## src/rtl/chan_stream_demux.sv

```systemverilog
// chan_stream_demux: framed byte stream parser feeding per-channel sample FIFOs
module chan_stream_demux #(
  parameter int NUM_CH = 2,
  parameter int SAMPLE_BYTES = 1,
  parameter int DEPTH_WIDTH = 6,
  parameter logic [7:0] SYNC_BYTE = 8'hA5
) (
  input  logic                            clk,
  input  logic                            rst,
  input  logic [7:0]                      in_data,
  input  logic                            in_valid,
  output logic                            in_ready,
  input  logic [NUM_CH-1:0]               rd_en,
  output logic [NUM_CH*8*SAMPLE_BYTES-1:0] rd_data,
  output logic [NUM_CH-1:0]               empty,
  output logic [NUM_CH-1:0]               full,
  output logic [15:0]                     frame_cnt,
  output logic [7:0]                      drop_cnt
);
  localparam int SW = 8 * SAMPLE_BYTES;
  localparam int CW = NUM_CH > 1 ? $clog2(NUM_CH) : 1;
  localparam int IW = SAMPLE_BYTES > 1 ? $clog2(SAMPLE_BYTES) : 1;
  localparam int DEPTH = 1 << DEPTH_WIDTH;
  typedef enum logic [1:0] {HUNT, CHAN, LEN, PAYLOAD} state_t;
  state_t st, nxt;
  logic [CW-1:0] ch;
  logic drop;
  logic [8:0] rem;
  logic [IW-1:0] idx;
  logic [SW-1:0] asm_q, sample;
  logic acc, done_s, last, push;
  assign acc = in_valid & in_ready;
  assign done_s = acc && st == PAYLOAD && idx == IW'(SAMPLE_BYTES - 1);
  assign last = done_s && rem == 9'd1;
  assign push = done_s && !drop;
  // the completing byte goes straight into the pushed word, not via asm_q
  always_comb begin
    sample = asm_q;
    sample[int'(idx)*8 +: 8] = in_data;
  end
  always_ff @(posedge clk) st <= rst ? HUNT : nxt;
  always_comb begin
    nxt = st;
    if (acc)
      unique case (st)
        HUNT:    nxt = in_data == SYNC_BYTE ? CHAN : HUNT;
        CHAN:    nxt = LEN;
        LEN:     nxt = PAYLOAD;
        PAYLOAD: nxt = last ? HUNT : PAYLOAD;
      endcase
  end
  always_comb in_ready = !(st == PAYLOAD && !drop && full[ch]);
  always_ff @(posedge clk) begin
    if (rst) begin
      ch <= '0;
      drop <= 1'b0;
      rem <= '0;
      idx <= '0;
      asm_q <= '0;
      frame_cnt <= '0;
      drop_cnt <= '0;
    end else if (acc) begin
      if (st == CHAN) begin
        ch <= in_data[CW-1:0];
        drop <= in_data >= 8'(NUM_CH);
      end
      if (st == LEN) begin
        rem <= in_data == 8'd0 ? 9'd256 : {1'b0, in_data};
        idx <= '0;
      end
      if (st == PAYLOAD) begin
        asm_q[int'(idx)*8 +: 8] <= in_data;
        idx <= done_s ? '0 : idx + 1'b1;
        if (done_s) rem <= rem - 9'd1;
        if (last && !drop) frame_cnt <= frame_cnt + 16'd1;
        if (last && drop && drop_cnt != 8'hFF) drop_cnt <= drop_cnt + 8'd1;
      end
    end
  end
  for (genvar g = 0; g < NUM_CH; g++) begin : g_fifo
    logic [SW-1:0] mem [DEPTH];
    logic [DEPTH_WIDTH-1:0] wp, rp;
    logic [DEPTH_WIDTH:0] cnt;
    logic [SW-1:0] rd_q;
    logic wr, rd;
    assign wr = push && ch == CW'(g);
    assign rd = rd_en[g] && !empty[g];
    assign empty[g] = cnt == '0;
    assign full[g] = cnt == (DEPTH_WIDTH+1)'(DEPTH);
    assign rd_data[g*SW +: SW] = rd_q;
    always_ff @(posedge clk) if (wr) mem[wp] <= sample;
    always_ff @(posedge clk) begin
      if (rst) begin
        wp <= '0;
        rp <= '0;
        cnt <= '0;
        rd_q <= '0;
      end else begin
        if (wr) wp <= wp + 1'b1;
        if (rd) begin
          rp <= rp + 1'b1;
          rd_q <= mem[rp];
        end
        cnt <= cnt + (DEPTH_WIDTH+1)'(wr) - (DEPTH_WIDTH+1)'(rd);
      end
    end
  end
endmodule

```

## config.mk

```make
export PLATFORM = sky130hd
export DESIGN_NAME = chan_stream_demux
export DESIGN_NICKNAME = d
export VERILOG_FILES = /design/src/rtl/chan_stream_demux.sv
export SDC_FILE = /design/constraint.sdc
export NUM_CORES = 1
export LEC_CHECK = 0
export BUFFER_PORTS_ARGS = -buffer_cell sky130_fd_sc_hd__buf_2
export CORE_AREA = 2 2 426 428
export DETAILED_ROUTE_END_ITERATION = 8
export DIE_AREA = 0 0 428 430
export GPL_TIMING_DRIVEN = 0
export PLACE_DENSITY = 0.49
export SETUP_SLACK_MARGIN = 0.5
export SYNTH_ARGS = -nofsm -noshare
export SYNTH_HDL_FRONTEND = slang
export SYNTH_SLANG_ARGS = --single-unit
```

## constraint.sdc

```tcl
create_clock -name clk -period 3.6 [get_ports clk]
set_clock_uncertainty 0.1 [all_clocks]
set_input_delay 0.72 -clock clk [delete_from_list [all_inputs] [get_ports clk]]
set_output_delay 0.72 -clock clk [all_outputs]
set_load 0.05 [all_outputs]
```

[After elaboration in Yosys (flattened, before gate mapping)]
Memory sizes are Yosys's and may differ from the RTL's. A register that Yosys moved wholly into a read port is not among the register bits.
Cells that the tools add are included.
Storage, ports and cells
  bits in registers: 84
  bits in latches: 0
  RAM bits: 1024
  bits in read-only memories: 0
  input bits: 13
  memories: 2
Cells by class
  add/subtract/negate cells: 13
  $mul: 0
  div/mod/pow operators: 0
  magnitude comparators: 2
  eq/ne operators: 8
  shift operators: 2
  muxes and demuxes: 17
  bitwise logic cells: 3
  reductions and logical operators: 27
Memory list
  g_fifo[0].mem: words 64, bits a word 8, read ports 1, clocked after memory_dff 1, write ports 1, RTL line 81  | logic [SW-1:0] mem [DEPTH];
  g_fifo[1].mem: words 64, bits a word 8, read ports 1, clocked after memory_dff 1, write ports 1, RTL line 81
Operators with widths (count)
  9-bit 2-to-1 mux: 4
  4-bit negation with 33-bit output: 1
  8-bit by 33-bit variable shift with 8-bit output, first input constant: 1
  8-bit by 33-bit variable part select with 8-bit output: 1
  6-bit by 1-bit adder with 6-bit output, second input constant: 4
  16-bit by 1-bit adder with 16-bit output, second input constant: 1
  7-bit by 1-bit adder with 7-bit output: 2
  7-bit equality test, second input constant: 2
  7-bit zero test: 2
  7-bit by 1-bit subtractor with 7-bit output: 2
  1-bit logical AND: 13
  1-bit 2-to-1 mux: 10
  9-bit by 1-bit equality test with 1-bit output, second input constant: 1
  9-bit by 1-bit subtractor with 9-bit output, second input constant: 1
  8-bit by 1-bit adder with 8-bit output, second input constant: 1
  8-bit bitwise mux: 1
  8-bit equality test, second input constant: 1
  8-bit by 2-bit >= comparator with 1-bit output, second input constant: 1
  8-bit zero test: 1
  8-bit inequality test, second input constant: 1
  2-bit case mux with 4 select lines: 1
  2-bit AND reduction: 3
  3-bit AND reduction: 2
  2-bit equality test, second input constant: 2
  other kinds (9): 13

[Logic depth before layout (Yosys ltp)]
  depth in word-level cells: 12
  gate-level depth with buffers: 16

[Worst setup path before layout]
OpenSTA, ideal clock, no wires.
  kind: register to register
  from: register g_fifo[1].cnt[2]
  to: register g_fifo[1].cnt[6]
  data arrival time: 3.121 ns
  required time: 3.430 ns
  slack: 0.309 ns
  stages on the path, launching flop included: 16
  buffers on the path: 0
  cell sequence: dfxtp_1 -> inv_1 -> ha_1 -> and4bb_2 -> a2111oi_4 -> inv_1 -> ha_1 -> inv_1 -> ha_1 -> fa_1 -> a21oi_1 -> o21bai_1 -> a21oi_1 -> nor2_1 -> or3_1 -> a21oi_1
On the way
  cells in the longest elaborated chain, start to end: 12
  elaborated cells on any way between the ends: 15
  those cells by class: add/sub: 2; eq/ne: 1; mux: 2; bitwise: 1; reduce/logical: 9
Ends and longest elaborated chain
  start, declared: RTL line 83  | logic [DEPTH_WIDTH:0] cnt;
  start signal, assigned: RTL line 104  | cnt <= cnt + (DEPTH_WIDTH+1)'(wr) - (DEPTH_WIDTH+1)'(rd);
  7-bit equality test: RTL line 89  | assign full[g] = cnt == (DEPTH_WIDTH+1)'(DEPTH);
  1-bit 2-to-1 mux (not written as such) (2 in series): RTL line 52  | always_comb in_ready = !(st == PAYLOAD && !drop && full[ch]);
  1-bit logical AND: RTL line 52
  1-bit zero test: RTL line 52
  1-bit AND: RTL line 32  | assign acc = in_valid & in_ready;
  1-bit logical AND (2 in series): RTL line 33  | assign done_s = acc && st == PAYLOAD && idx == IW'(SAMPLE_BYTES - 1);
  1-bit logical AND: RTL line 35  | assign push = done_s && !drop;
  1-bit logical AND: RTL line 86  | assign wr = push && ch == CW'(g);
  7-bit by 1-bit adder with 7-bit output: RTL line 104
  7-bit by 1-bit subtractor with 7-bit output (*): RTL line 104
Mark *: on every way between the ends. The rest lies on a longest branch, timed or not. The select of a mux whose other input is x is not followed.
A chain may end at the register's enable or synchronous reset.

[Worst setup path after layout]
  from: register g_fifo[1].cnt[5]
  to: memory g_fifo[1].mem[1][1] (netlist name) (enable)
On the way
  cells in the longest elaborated chain, start to end: 12
Ends and longest elaborated chain
  7-bit equality test: RTL line 89
  1-bit 2-to-1 mux (not written as such) (2 in series): RTL line 52
  1-bit logical AND: RTL line 52
  1-bit zero test: RTL line 52
  1-bit AND: RTL line 32
  1-bit logical AND (2 in series): RTL line 33
  1-bit logical AND: RTL line 35
  1-bit logical AND: RTL line 86
  1-bit 2-to-1 mux: RTL line 91  | always_ff @(posedge clk) if (wr) mem[wp] <= sample;
  1-bit 2-to-1 mux (not written as such): RTL line 91
  end, declared: RTL line 81
Every way passes these cells. The select of a mux whose other input is x is not followed.

==> results by group <==
Finish
  • Area taken by multi-input logic gates: approximately 12000 um^2
  • Most common cell after layout, fill and taps aside: edfxtp_1
  • P&R area growth vs syn: 19.6%
  • Fraction of layout cells with a size suffix above 1: 0.280
  • Final Net Count: ~2800
  • Register area: between 30000 and 40000 um^2
  • Post-route cell area: 53300 um^2
  • Fillers: around 18000
  • Post-layout util: 0.297
  • Commonest cells after routing, fill and taps aside: edfxtp_1, mux4_2, mux2i_1
  • Inserted Diodes: 0

Routing
  • Final ANT Viol Nets: 0
  • Vias post-DR: 23900
  • Pre-antenna DRT Iters: 5
  • DR WL/cell: 23.8 um
  • DR iter-0 viols: 1915
  • Vias per cell: 4.60
  • Detailed Route WL: between 100 and 150 mm
  • # DRC: 0

GRT
  • Met1 global-route usage: 0.181
  • First-pass GRT wire length: 177 mm
  • Busiest grt layer: met2
  • M3 GR Usage: 0.0212
  • Largest net degree at the start of global routing: 130
  • GRT Total Usage: 0.132
  • Met2 Usage GRT: 0.212
  • Grt ovf: 0
  • Vias in the first global route: about 24000
  • Initial antenna violation count: 6

Worst setup path
  • Max incr delay on CP: 0.57 ns
  • Crit Path Category: flip-flop to flip-flop
  • Worst EP required: around 3.9 ns
  • Crit-path cells: inv_2, ha_4, and4bb_4, a2111oi_4, buf_4, inv_4, nor2_1, nand2_4, nor2_2
  • Crit Path Max Fanout: 8
  • CP endpoint kind: flip-flop
  • Crit path arrival time: 3.49 ns
  • CP max-delay cell: nor2_1
  • Crit start category: flip-flop

STA
  • Final hold vios: 0
  • Setup TNS Final: 0 ns
  • Final setup vio count: 0
  • Fmax: 311 MHz
  • Worst-Margin Slew: 1.30 ns
  • Slew Viols, Final: 0
  • Fin crit period: 3.22 ns
  • Max-slew headroom: 0.133
  • Final period util: 0.893
  • RSZ-0062 raised after global routing: true

Placement
  • Cell Area, Placed: 48100 um^2
  • Buffers on Ports: 57
  • DP Wirelength: just under 80 mm
  • GPL Wtd Cong: 0.847

Power
  • P per Cell Area: 596 nW/um^2
  • Lkg Pwr: 16.1 nW
  • VDD IR max: 374 uV

Logic synthesis
  • Share of the synthesized area in the top cell type: 0.689
  • XOR/XNOR Fraction of Synth Area: 0.00864
  • Main flop type after synthesis: edfxtp_1
  • Post-synth EDFFs: just over 1000
  • Adder and majority gate portion of the synthesized area: 0.00819
  • Count of different cell masters after synthesis: 66
  • Most area-consuming cells after synthesis: edfxtp_1, mux4_2, dfxtp_1
  • Area leader, netlist: edfxtp_1
  • Flops & latches, synth: approximately 1100
  • Post-Synth Simple-Gate Area: 0.0477
  • Compound-Gate Fraction of Synth Area: 0.0441
  • Largest family of logic cells by synthesized area: multiplexers
  • Mux contribution to synthesized area: 0.141
  • Post-Syn Instances: 2510
  • Ys Warns: 0
  • Syn_nets: 2551
  • Seq/Total Area, Yosys: 0.734
  • Syn avg cell area: 17.8 um^2
  • Post-synth ARST share: 0
  • Mapped Area: between 40000 and 50000 um^2

Flow run
  • Max capacitance violation total: 0

Clock network
  • TritonCTS Buffers: approximately 110
  • Clk root buf: clkbuf_16
  • Clock Tree Buf Depth: 3
  • Clk slew on worst S/H paths: 0.06 ns
  • Clock Sinks: 1124
  • TritonCTS clock tree: done
  • Worst skew pair latency: 0.74 ns
  • H-tree depth: 3

Floorplan
  • I/O Pins: a little under 60
  • Die Y: 430 um
  • Chip width: approximately 430 um
  • Initial Util: 0.248
  • FP Rows: 156
  • Core ar.: 180000 um^2
  • Total Die Area: 184000 um^2

Run status
  • Run status: complete, no violations

Hold path
  • Worst Hold Class: primary input to flip-flop
-- layer usage --
| layer | routed length, um | share of wire |
|---|---|---|
| met5 | 13 | 0.00011 |
| met4 | 3760 | 0.030 |
| met3 | 5940 | 0.048 |
| met2 | 58800 | 0.48 |
| met1 | 54800 | 0.44 |
-- critical path, delay by kind of cell (launching register included) --
kind / cells / cell delay, ns
buffers and inverters: 3 / 0.30
AND/OR/NAND/NOR: 4 / 1.69
flip-flops: 1 / 0.33
AO/OA/AOI/OAI: 1 / 0.27
adder cells (fa/ha/maj): 1 / 0.15
-- per-stage QoR --
stage / worst slack (ns) / instances / total power, mW / hold slack (ns)
final: 0.384 / 5190 / 31.8 / 0.235
after CTS: 0.297 / 5171 / 31.9 / 0.173
after global routing: 0.277 / 5190 / 32.9 / 0.209
after detailed placement: -0.672 / 4939 / 19.8 / 0.347
after global placement: -0.685 / 4937 / 19.8 / 0.349
after floorplan: 0.437 / 2510 / 18.1 / 0.372
-- cell type report --
class                   instances  area share
plain buffers                 134      0.0133
well taps                    2370      0.0556
clock inverters                71      0.0133
flip-flops and latches       1124       0.614
multi-input cells            1218       0.232
repair buffers                106      0.0137
inverters                      34     0.00253
clock buffers                 133      0.0556
-- state kept, by name, summed over array words and instances, names as in the netlist --
name         flops
asm_q            8
ch               1
drop             1
drop_cnt         8
frame_cnt       16
g_fifo.cnt      14
g_fifo.mem    1024
g_fifo.rd_q     16
g_fifo.rp       12
g_fifo.wp       12
idx              1
rem              9
st               2
-- cell usage after synthesis (9+ instances only) --
library cell and n:
nand3b_1 9, nor2_1 224, mux2_2 39, clkbuf_1 62, buf_2 42, mux2i_1 170, or3_1 10, nand3_1 31
xnor2_1 22, o21ai_0 59, o221ai_1 33, nor2b_1 12, a22oi_1 10, buf_1 22, a211oi_1 16, edfxtp_1 1024
dfxtp_1 100, xor2_1 22, nor3_1 32, mux4_2 185, a221oi_1 19, ha_1 26, nand2_1 94, inv_1 34
o22ai_1 12, a21oi_1 78
-- worst paths after layout --
kind | startpoint | end | slack [ns] | cells after the start
setup / recovery | g_fifo[1].cnt[5]$_SDFF_PP0_ | g_fifo[1].mem[1][1]$_DFFE_PP_ | 0.38 | 9
hold / removal | in_data[0] | ch$_SDFFE_PP0P_ | 0.23 | 3
setup reg to reg | g_fifo[1].cnt[5]$_SDFF_PP0_ | g_fifo[1].mem[1][1]$_DFFE_PP_ | 0.38 | 9
hold reg to reg | g_fifo[1].rd_q[0]$_SDFFE_PP0P_ | g_fifo[1].rd_q[0]$_SDFFE_PP0P_ | 0.37 | 2
-- cell families after synthesis --
kind of cell | after synthesis
muxes | 394
buffers and inverters | 168
DFF | 1124
and+or+nand+nor | 466
adders and majority gates | 28
AOI/OAI and AO/OA | 286
xor gates and xnor gates | 44
-- report_power, final --
| group | switching, mW | internal [mW] | leakage (nW) |
|---|---|---|---|
| sequential | 0.144 | 14.4 | 10.0 |
| combinational | 3.14 | 2.34 | 4.24 |
| clock | 5.14 | 6.67 | 1.81 |
-- what timing repair did --
item | CTS | global route
gates resized for setup | 286 | 98
hold buffers | 0 | 0
pin swaps | 28 | 24
endpoints found under the setup margin | 1054 | 731
buffers inserted | 28 | 19
(Power assumes the default switching activity.)
